[config.mk]
export PLATFORM = sky130hd
export DESIGN_NAME = uart_tx_fifo
export DESIGN_NICKNAME = d
export VERILOG_FILES = /design/src/rtl/uart_tx_fifo.sv
export SDC_FILE = /design/constraint.sdc
export NUM_CORES = 1
export LEC_CHECK = 0
export CORE_MARGIN = 1.5
export CORE_UTILIZATION = 50
export DETAILED_ROUTE_END_ITERATION = 16
export GPL_TIMING_DRIVEN = 0
export MAX_ROUTING_LAYER = met4
export PLACE_DENSITY_LB_ADDON = 0.1
export SETUP_SLACK_MARGIN = 0.05
export SLEW_MARGIN = 20
export SYNTH_ARGS = -nofsm -noshare
export SYNTH_HDL_FRONTEND = slang
export SYNTH_SLANG_ARGS = --single-unit
[constraint.sdc]
create_clock -name clk_i -period 4 [get_ports clk_i]
set_clock_uncertainty 0.1 [all_clocks]
set_input_delay 0.4 -clock clk_i [delete_from_list [all_inputs] [get_ports clk_i]]
set_output_delay 0.4 -clock clk_i [all_outputs]
set_load 0.05 [all_outputs]
[src/rtl/uart_tx_fifo.sv]
// UART transmitter (8N1/8N2) fed by a circular byte FIFO with req/ack write port.
// Define UART_TX_PARITY_EN to insert an even-parity bit (8E1/8E2 frames).
module uart_tx_fifo #(
    parameter int unsigned CLK_FREQ_HZ = 100000000,
    parameter int unsigned BAUD_RATE   = 115200,
    parameter int unsigned FIFO_DEPTH  = 16,
    parameter int unsigned STOP_BITS   = 1
) (
    input  logic                        clk_i,
    input  logic                        rst_i,
    input  logic                        tx_req_i,
    input  logic [7:0]                  tx_data_bi,
    output logic                        tx_ack_o,
    output logic                        tx_o,
    output logic                        busy_o,
    output logic [$clog2(FIFO_DEPTH):0] fifo_level_o
);

    localparam int unsigned DIV      = CLK_FREQ_HZ / BAUD_RATE;
    localparam int unsigned AW       = $clog2(FIFO_DEPTH);
    localparam int unsigned LW       = AW + 1;
    localparam int unsigned STOP_CYC = STOP_BITS * DIV;
    localparam int unsigned CW       = $clog2(STOP_CYC + 1);

`ifdef UART_TX_PARITY_EN
    typedef enum logic [2:0] {S_IDLE, S_START, S_DATA, S_PARITY, S_STOP} state_t;
`else
    typedef enum logic [1:0] {S_IDLE, S_START, S_DATA, S_STOP} state_t;
`endif

    state_t          state_q, state_n;
    logic [CW-1:0]   cnt_q, cnt_n;
    logic [2:0]      bit_q, bit_n;
    logic [7:0]      shift_q, shift_n;
    logic            tx_n;
    logic            busy_n;
    logic [LW-1:0]   level_n;
    logic [AW-1:0]   wr_ptr_q, rd_ptr_q;
    logic [7:0]      mem [FIFO_DEPTH];
    logic            full, empty, push, pop;
`ifdef UART_TX_PARITY_EN
    logic            par_q, par_n;
`endif

    // Ack reflects the pre-edge full state, so a push racing a pop at full is refused.
    assign full     = (fifo_level_o == LW'(FIFO_DEPTH));
    assign empty    = (fifo_level_o == '0);
    assign tx_ack_o = !full;
    assign push     = tx_req_i && !full;

    always_comb begin
        state_n = state_q;
        cnt_n   = cnt_q;
        bit_n   = bit_q;
        shift_n = shift_q;
        tx_n    = tx_o;
        pop     = 1'b0;
`ifdef UART_TX_PARITY_EN
        par_n   = par_q;
`endif

        case (state_q)
            S_IDLE: begin
                tx_n = 1'b1;
                pop  = !empty;
            end
            S_START: begin
                if (cnt_q == '0) begin
                    state_n = S_DATA;
                    bit_n   = 3'd0;
                    tx_n    = shift_q[0];
                    cnt_n   = CW'(DIV - 1);
                end else begin
                    cnt_n = CW'(cnt_q - 1'b1);
                end
            end
            S_DATA: begin
                if (cnt_q == '0) begin
                    if (bit_q == 3'd7) begin
`ifdef UART_TX_PARITY_EN
                        state_n = S_PARITY;
                        tx_n    = par_q;
                        cnt_n   = CW'(DIV - 1);
`else
                        state_n = S_STOP;
                        tx_n    = 1'b1;
                        cnt_n   = CW'(STOP_CYC - 1);
`endif
                    end else begin
                        bit_n   = bit_q + 3'd1;
                        shift_n = {1'b0, shift_q[7:1]};
                        tx_n    = shift_q[1];
                        cnt_n   = CW'(DIV - 1);
                    end
                end else begin
                    cnt_n = CW'(cnt_q - 1'b1);
                end
            end
`ifdef UART_TX_PARITY_EN
            S_PARITY: begin
                if (cnt_q == '0) begin
                    state_n = S_STOP;
                    tx_n    = 1'b1;
                    cnt_n   = CW'(STOP_CYC - 1);
                end else begin
                    cnt_n = CW'(cnt_q - 1'b1);
                end
            end
`endif
            S_STOP: begin
                if (cnt_q == '0) begin
                    state_n = S_IDLE;
                    tx_n    = 1'b1;
                    pop     = !empty;
                end else begin
                    cnt_n = CW'(cnt_q - 1'b1);
                end
            end
            default: begin
                state_n = S_IDLE;
                tx_n    = 1'b1;
            end
        endcase

        // Popping the head always begins a new frame with its start bit.
        if (pop) begin
            shift_n = mem[rd_ptr_q];
            state_n = S_START;
            tx_n    = 1'b0;
            cnt_n   = CW'(DIV - 1);
`ifdef UART_TX_PARITY_EN
            par_n   = ^mem[rd_ptr_q];
`endif
        end

        case ({push, pop})
            2'b10:   level_n = LW'(fifo_level_o + 1'b1);
            2'b01:   level_n = LW'(fifo_level_o - 1'b1);
            default: level_n = fifo_level_o;
        endcase

        busy_n = (state_n != S_IDLE) || (level_n != '0);
    end

    always_ff @(posedge clk_i) begin
        if (rst_i) begin
            state_q      <= S_IDLE;
            cnt_q        <= '0;
            bit_q        <= '0;
            shift_q      <= '0;
            tx_o         <= 1'b1;
            busy_o       <= 1'b0;
            fifo_level_o <= '0;
            wr_ptr_q     <= '0;
            rd_ptr_q     <= '0;
`ifdef UART_TX_PARITY_EN
            par_q        <= 1'b0;
`endif
        end else begin
            state_q      <= state_n;
            cnt_q        <= cnt_n;
            bit_q        <= bit_n;
            shift_q      <= shift_n;
            tx_o         <= tx_n;
            busy_o       <= busy_n;
            fifo_level_o <= level_n;
            if (push) wr_ptr_q <= AW'(wr_ptr_q + 1'b1);
            if (pop)  rd_ptr_q <= AW'(rd_ptr_q + 1'b1);
`ifdef UART_TX_PARITY_EN
            par_q        <= par_n;
`endif
        end
    end

    // Storage needs no reset; occupancy is tracked by the pointers and level.
    always_ff @(posedge clk_i) begin
        if (push) mem[wr_ptr_q] <= tx_data_bi;
    end

endmodule

==> metrics.md, run 1 <==
| Metric | Value |
|---|---|
| Synthesized area | `between 7000 and 8000 µm²` |
| Syn nets | `around 500` |
| Peak Freq | `269.6 MHz` |
| Yosys warns | `0` |
| Slew Limit Fails | `0` |
| Sequential area share after synthesis | `65.27%` |
| Syn Inst Count | `464` |
| DR vias/cell | `about 5.7` |
| Worst-path cell chain | `ha_4 -> nor4b_4 -> a31oi_1 -> or3_1 -> buf_6 -> inv_6 -> buf_6 -> ha_2 -> xor2_1 -> ha_1 -> nand4b_1 -> a21o_1 -> and3_1 -> nor4_1 -> a41oi_1` |
| Synth cell types | `56` |
| Setup crit start kind | `register` |
| Die height | `122.8 µm` |
| Status | `finished, final reports clean` |
| Vias | `roughly 4,000` |
| Peak supply drop | `0.3316 mV` |
| Final Cycle Share | `92.72%` |
| Main synth FF type | `edfxtp_1` |
| Routed Wire Length | `roughly 14,000 µm` |
| Routed Antenna Nets | `0` |
| Initial antenna violation count | `0` |
| Post-detail-place hpwl | `9466 µm` |
| Design Power | `between 5 and 6 mW` |
| Flop-to-flop setup slack | `around 290 ps` |
| Placer Congestion | `~0.81` |
| Core Area | `~14,000 µm²` |
| CTS clk-pin slew, worst paths | `60 ps` |
| CTS buffer count | `17` |
| Leak | `between 2 and 3 nW` |
| CTS root buffer | `clkbuf_16` |
| Post-CTS setup buffer count | `0` |
| # clock sinks | `170` |
| Worst Hold Class | `in2reg` |
| Crit-path slowest cell | `dfxtp_1` |
| Most common cell after layout, fill and taps aside | `edfxtp_1` |
| Width of the die | `approximately 120 µm` |
| Synth area leaders | `edfxtp_1, mux4_2, dfxtp_1` |
| Port buffer count | `17` |
| Fin area | `between 8000 and 9000 µm²` |
| Area fraction of the dominant cell type after synthesis | `a little over half` |
| Worst setup EP type | `register` |
| Top cell by count, worst path | `buf_6` |
| Post-synthesis register bit count | `170` |
| Slowest stage delay, CP | `410 ps` |
| Asr flop ratio synth | `0%` |
| Crit-path max FO | `11` |
| Clk Latency, worst-skew pair | `~430 ps` |
| Initial Util | `51.50%` |
| Die Area | `around 15,000 µm²` |
| Ant. Diodes | `0` |
| Slew margin rel. | `between 30% and 40%` |
| Fin nets | `528` |
| Residual DRC count | `0` |
| Largest net degree at the start of global routing | `17` |
| Final min period | `between 3000 and 4000 ps` |
| Post-placement cell area | `approximately 7600 µm²` |
| Deepest clock path buffer count | `2` |
| Fill cells | `1,053` |
| Vias in the first global route | `roughly 4,000` |
| Avg WL per Cell | `between 20 and 25 µm` |
| EDFF count, synth | `roughly 130` |
| Area grow syn2layout | `14.16%` |
| I/O Pins | `19` |
| RSZ-0062 raised after global routing | `false` |
| Post-Syn Area per Cell | `approximately 15 µm²` |
| Fin. Hold Viols | `0` |
| Crit path required time | `between 4000 and 5000 ps` |
| Pwr/cell area | `694.2 nW/µm²` |
| GRT Residual Overflow | `0` |
| Share of layout cells above drive strength 1 | `19.49%` |
| Drt initial violations | `~280` |
| Site Rows | `43` |
| H-Tree Depth | `4` |
| TritonRoute pass-1 iters | `4` |
| Synth area leader | `edfxtp_1` |
| First-pass GRT wire length | `about 22,000 µm` |
| Arr. time, crit path | `between 3000 and 4000 ps` |
| Most frequent cells in the layout | `edfxtp_1, nor2_1, dfxtp_1, mux4_2, a21oi_1` |
| Worst Path Class, Setup | `reg2reg` |
| Max-cap violations | `0` |
| GR Util All Layers | `21.23%` |
| Slew at the pin closest to its max-slew limit | `slightly above 900 ps` |
| Finish-stage setup viols | `0` |
| CTS tree | `done` |
==> power by group <==
group | internal (mW) | total, mW | leakage [nW] | switching [mW]
Clock | 0.873 | 1.57 | 0.274 | 0.702
Combinational | 0.835 | 1.92 | 0.912 | 1.08
Sequential | 2.06 | 2.19 | 1.50 | 0.135
Total | 3.77 | 5.69 | 2.69 | 1.92
==> metal layers <==
| metal | vias up | GRT usage (%) | wire, µm |
|---|---|---|---|
| met3 | 16 | 5.019 | 396 |
| met5 | - | - | 0 |
| met4 | 0 | 6.613 | 178 |
| met2 | 69 | 35.38 | 7453 |
| met1 | 2019 | 25.76 | 6179 |
| li1 | 1877 | - | - |
==> per-stage QoR <==
step / worst slack [ps] / hold WS (ps) / TNS [ps] / util, % / std cells
after global placement: -88.90 / 346.3 / -88.90 / 54.34 / 661
after global routing: 73.58 / 323.7 / 0 / 58.79 / 693
after detailed placement: -184.1 / 352.4 / -184.1 / 54.48 / 661
final: 291.3 / 273.0 / 0 / 58.79 / 693
after CTS: 146.5 / 278.1 / 0 / 58.70 / 693
after floorplan: 489.4 / 335.6 / 0 / - / 464
==> timing repair <==
action	4_1_cts	5_1_grt
hold buffers	0	0
endpoints found under the setup margin	1	1
gates resized for setup	4	3
==> final timing paths <==
path,startpoint,endpoint,depth (start not counted)
hold reg to reg,bit_q[1],bit_q[1],2
setup reg to reg,state_q[1],busy_o,15
hold / removal,rst_i,fifo_level_o[2],2
setup / recovery,state_q[1],busy_o,15
==> Yosys cell counts (2+ instances only) <==
master,number
nor2b_1,5
nand3b_1,3
o21a_1,3
dfxtp_1,42
a211oi_2,5
nand2b_1,5
and3_1,3
mux2i_1,3
nor4b_1,2
a21o_1,2
a22oi_1,2
or3_1,4
nor3_1,12
inv_1,10
nand4_1,5
nor2_1,46
a21oi_1,22
buf_6,2
xnor2_1,4
edfxtp_1,128
ha_1,17
a31oi_1,4
or4_1,2
o21ai_0,6
nand2_1,21
a211oi_1,5
xor2_1,8
mux4_2,40
nand3_1,7
or2_2,2
clkbuf_1,12
nor4_1,2
buf_2,7
==> cell type report <==
cell class,instances,area (µm²),area share [%]
clock inverter,14,137.6,1.680
tap,180,225.2,2.749
sequential,170,4686,57.19
multi-input combinational,260,2385,29.11
inverter,11,46.29,0.5651
buffer,23,113.9,1.390
clock buffer,18,429.2,5.238
timing repair buffer,17,170.2,2.077
==> flip-flops by register name, indices dropped and copies added (netlist names), named ones only <==
| signal | count |
|---|---|
| shift_q | 8 |
| mem | 128 |
| state_q | 2 |
| fifo_level_o | 5 |
| busy_o | 1 |
| bit_q | 3 |
| tx_o | 1 |
| rd_ptr_q | 4 |
| wr_ptr_q | 4 |
| cnt_q | 10 |
==> cell families (layout without fill, tap and decap cells) <==
group	after synthesis	after routing	synth area share, %
and+or+nand+nor	125	125	8.717
xor gates and xnor gates	12	12	1.464
DFF	170	170	65.27
AOI/OAI and AO/OA	63	63	6.381
adders and majority gates	17	17	2.964
buffers and inverters	34	83	2.231
muxes	43	43	12.97
==> critical path: cells and delay by family, from the launching register on <==
family | cells | cell delay (ps)
compound gates | 3 | 550
simple gates | 5 | 1240
buf+inv | 3 | 400
fa+ha+maj | 3 | 680
flops | 1 | 410
xor+xnor | 1 | 160
No activity file was read; power rests on OpenSTA's default activity.
==> inputs of run 2 (changes only) <==
--- a/config.mk
+++ b/config.mk
@@ -5,6 +5,7 @@
 export SDC_FILE = /design/constraint.sdc
 export NUM_CORES = 1
 export LEC_CHECK = 0
+export ABC_AREA = 0
 export CORE_MARGIN = 1.5
 export CORE_UTILIZATION = 50
 export DETAILED_ROUTE_END_ITERATION = 16
@@ -12,6 +13,7 @@
 export MAX_ROUTING_LAYER = met4
 export PLACE_DENSITY_LB_ADDON = 0.1
 export SETUP_SLACK_MARGIN = 0.05
+export SKIP_LAST_GASP = 1
 export SLEW_MARGIN = 20
 export SYNTH_ARGS = -nofsm -noshare
 export SYNTH_HDL_FRONTEND = slang
==> results of run 2 <==
The final DEF is identical to that of run 1; final timing and power are the same.
==> inputs of run 3 (changes only) <==
--- a/config.mk
+++ b/config.mk
@@ -11,7 +11,7 @@
 export DETAILED_ROUTE_END_ITERATION = 16
 export GPL_TIMING_DRIVEN = 0
 export MAX_ROUTING_LAYER = met4
-export PLACE_DENSITY_LB_ADDON = 0.1
+export PLACE_DENSITY_LB_ADDON = 0.12
 export SETUP_SLACK_MARGIN = 0.05
 export SKIP_LAST_GASP = 1
 export SLEW_MARGIN = 20
==> run 3 against run 2 <==
  * Critical path depth unchanged
  * Die area unchanged
  * Sequential cell count is the same
  * Critical path type unchanged
  * Largest power group unchanged
==> metrics.md, run 3 (same netlist as run 1, synthesis figures left out) <==
| Metric | Value |
|---|---|
| Switching power | `1.938 mW (was 1.922 mW)` |
| CTS buffer count | `17 (unchanged)` |
| Area grow syn2layout | `14.98% (was 14.16%)` |
| Final Cycle Share | `92.01% (was 92.72%)` |
| Worst reg2reg path depth | `15 (unchanged)` |
| Fin. Hold Viols | `0 (unchanged)` |
| Pwr/cell area | `707.7 nW/µm² (was 694.2 nW/µm²)` |
| Worst setup EP type | `register (unchanged)` |
| Share of layout cells above drive strength 1 | `20.27% (was 19.49%)` |
| Drt initial violations | `368 (was 282)` |
| Initial antenna violation count | `0 (unchanged)` |
| CTS tree | `done (unchanged)` |
| Die Area | `15,080 µm² (unchanged)` |
| Design Power | `5.840 mW (was 5.688 mW)` |
| Biggest register | `mem (unchanged)` |
| # clock sinks | `170 (unchanged)` |
| Placer Congestion | `0.8075 (was 0.8066)` |
| Width of the die | `122.8 µm (unchanged)` |
| Worst Hold Class | `in2reg (unchanged)` |
| I/O Pins | `19 (unchanged)` |
| Final min period | `3680 ps (was 3709 ps)` |
| CTS clk-pin slew, worst paths | `70 ps (was 60 ps)` |
| Peak supply drop | `0.5431 mV (was 0.3316 mV)` |
| Routed Wire Length | `13,870 µm (was 14,210 µm)` |
| Net Sw Frac | `33.18% (was 33.79%)` |
| # hold bufs at CTS | `0 (unchanged)` |
| Minimum hold slack | `263.4 ps (was 273.0 ps)` |
| Crit-path max FO | `11 (unchanged)` |
| Ant. Diodes | `0 (unchanged)` |
| Fin nets | `528 (unchanged)` |
| Peak Freq | `271.7 MHz (was 269.6 MHz)` |
| Vias | `3,966 (was 3,981)` |
| GR Util All Layers | `21.05% (was 21.23%)` |
| Worst Setup EP | `busy_o (unchanged)` |
| Routed Antenna Nets | `0 (unchanged)` |
| Max-cap violations | `0 (unchanged)` |
| Crit path required time | `4180 ps (was 4170 ps)` |
| Die height | `122.8 µm (unchanged)` |
| Arr. time, crit path | `3860 ps (was 3880 ps)` |
| CTS root buffer | `clkbuf_16 (unchanged)` |
| Vias in the first global route | `3,935 (was 3,975)` |
| Initial Util | `51.50% (unchanged)` |
| Largest regs | `mem (128), cnt_q (10), shift_q (8) (unchanged)` |
| Slew Limit Fails | `0 (unchanged)` |
| Status | `finished, final reports clean (unchanged)` |
| Max reg flops | `128 (unchanged)` |
| Slew at the pin closest to its max-slew limit | `854.7 ps (was 935.8 ps)` |
| Deepest clock path buffer count | `2 (unchanged)` |
| Finish-stage setup viols | `0 (unchanged)` |
| Site Rows | `43 (unchanged)` |
| DR vias/cell | `5.723 (was 5.745)` |
| Largest net degree at the start of global routing | `18 (was 17)` |
| Combinational share of power | `32.8% (was 33.7%)` |
| Post-detail-place hpwl | `9530 µm (was 9466 µm)` |
| Clk Latency, worst-skew pair | `420 ps (was 430 ps)` |
| Port buffer count | `17 (unchanged)` |
| Layout Utilization | `59.22% (was 58.79%)` |
| Setup crit start kind | `register (unchanged)` |
| Final cell count without fillers | `693 (unchanged)` |
| Sequential share of power | `37.6% (was 38.6%)` |
| TritonRoute pass-1 iters | `4 (unchanged)` |
| H-Tree Depth | `4 (unchanged)` |
| GRT Residual Overflow | `0 (unchanged)` |
| Clock share of power | `29.6% (was 27.7%)` |
| Int Pwr | `3.902 mW (was 3.766 mW)` |
| Residual DRC count | `0 (unchanged)` |
| Post-CTS setup buffer count | `0 (unchanged)` |
| Flop-to-flop setup slack | `320 ps (was 290 ps)` |
| Core Area | `13,930 µm² (unchanged)` |
| Fill cells | `1,063 (was 1,053)` |
| RR Startpoint | `state_q[0] (was state_q[1])` |
| RSZ-0062 raised after global routing | `false (unchanged)` |
| Leak | `2.716 nW (was 2.686 nW)` |
| Reg2reg end | `busy_o (unchanged)` |
| Worst setup path startpoint | `state_q[0] (was state_q[1])` |
| Most frequent cells in the layout | `edfxtp_1, nor2_1, mux4_2, dfxtp_1, a21oi_1 (was edfxtp_1, nor2_1, dfxtp_1, mux4_2, a21oi_1)` |
| Worst Path Class, Setup | `reg2reg (unchanged)` |
| Slew margin rel. | `42.81% (was 37.38%)` |
| Avg WL per Cell | `20.02 µm (was 20.50 µm)` |
| Placed Cells | `661 (unchanged)` |
| First-pass GRT wire length | `22,190 µm (was 22,080 µm)` |
| Most common cell after layout, fill and taps aside | `edfxtp_1 (unchanged)` |
run 3: cell types whose count changed in the layout (fill, tap and decap cells not counted):
cell / change
bufinv_16: +2
clkbuf_1: -1
clkinv_1: -2
clkinv_4: -2
dfxtp_1: -1
dfxtp_2: +1
inv_6: +3
run 3: how the worst min path moves through the flow:
stage / endpoint / cells past startpoint / start
finish: fifo_level_o[2] / 2 / rst_i
global route: fifo_level_o[2] / 2 / rst_i
CTS: fifo_level_o[2] / 2 / rst_i
detailed placement: bit_q[1] / 2 / bit_q[1]
global placement: shift_q[1] / 2 / shift_q[2]
floorplan: bit_q[1] / 2 / bit_q[1]
run 3: power groups by stage:
stage               registers (mW)  logic (mW)  clock network [mW]
global placement              2.21        1.88                   0
global route                  2.21        2.13                1.83
finish                        2.19        1.91                1.73
CTS                           2.19        1.93                1.76
floorplan                     2.29        1.39                   0
detailed placement            2.22        1.92                   0
run 3: metrics by stage:
stage	TNS [ps]	worst slack [ps]	instance area [µm²]
finish	0	319.8	8252
floorplan	0	489.4	7177
global placement	-138.5	-138.5	7572
CTS	0	104.7	8227
global route	0	42.49	8252
detailed placement	-153.1	-153.1	7592
run 3: final cells by class:
class                   instances  area, µm²  share of cell area, %
plain buffers                  23      113.9                  1.380
flip-flops and latches        170       4687                  56.80
clock buffers                  17      425.4                  5.155
inverters                      11      46.29                 0.5610
multi-input cells             260       2385                  28.90
well taps                     180      225.2                  2.729
repair buffers                 17      170.2                  2.062
clock inverters                15      198.9                  2.411
run 3: timing repair:
| action | 4_1_cts | 5_1_grt |
|---|---|---|
| endpoints found under the setup margin | 1 | 1 |
| pin swaps | 0 | 1 |
| gates resized for setup | 3 | 5 |
run 3: layer usage:
| layer | vias up | global-route usage, % | part of all wire (%) |
|---|---|---|---|
| li1 | 1883 | - | - |
| met1 | 1993 | 27.06 | 44 |
| met2 | 80 | 33.92 | 51 |
| met3 | 10 | 4.786 | 3.5 |
| met4 | 0 | 5.814 | 1.1 |
| met5 | - | - | 0 |
run 3: worst max-delay path, stage by stage, from the launching register on:
cell and delay [ps]:
dfxtp_2 420, ha_4 210, nor4b_4 230, a31oi_1 180, or3_1 400, buf_6 150
inv_6 90, buf_6 160, ha_2 250, xor2_1 170, ha_1 220, nand4b_1 120
a21o_1 210, and3_1 180, nor4_1 300, a41oi_1 140
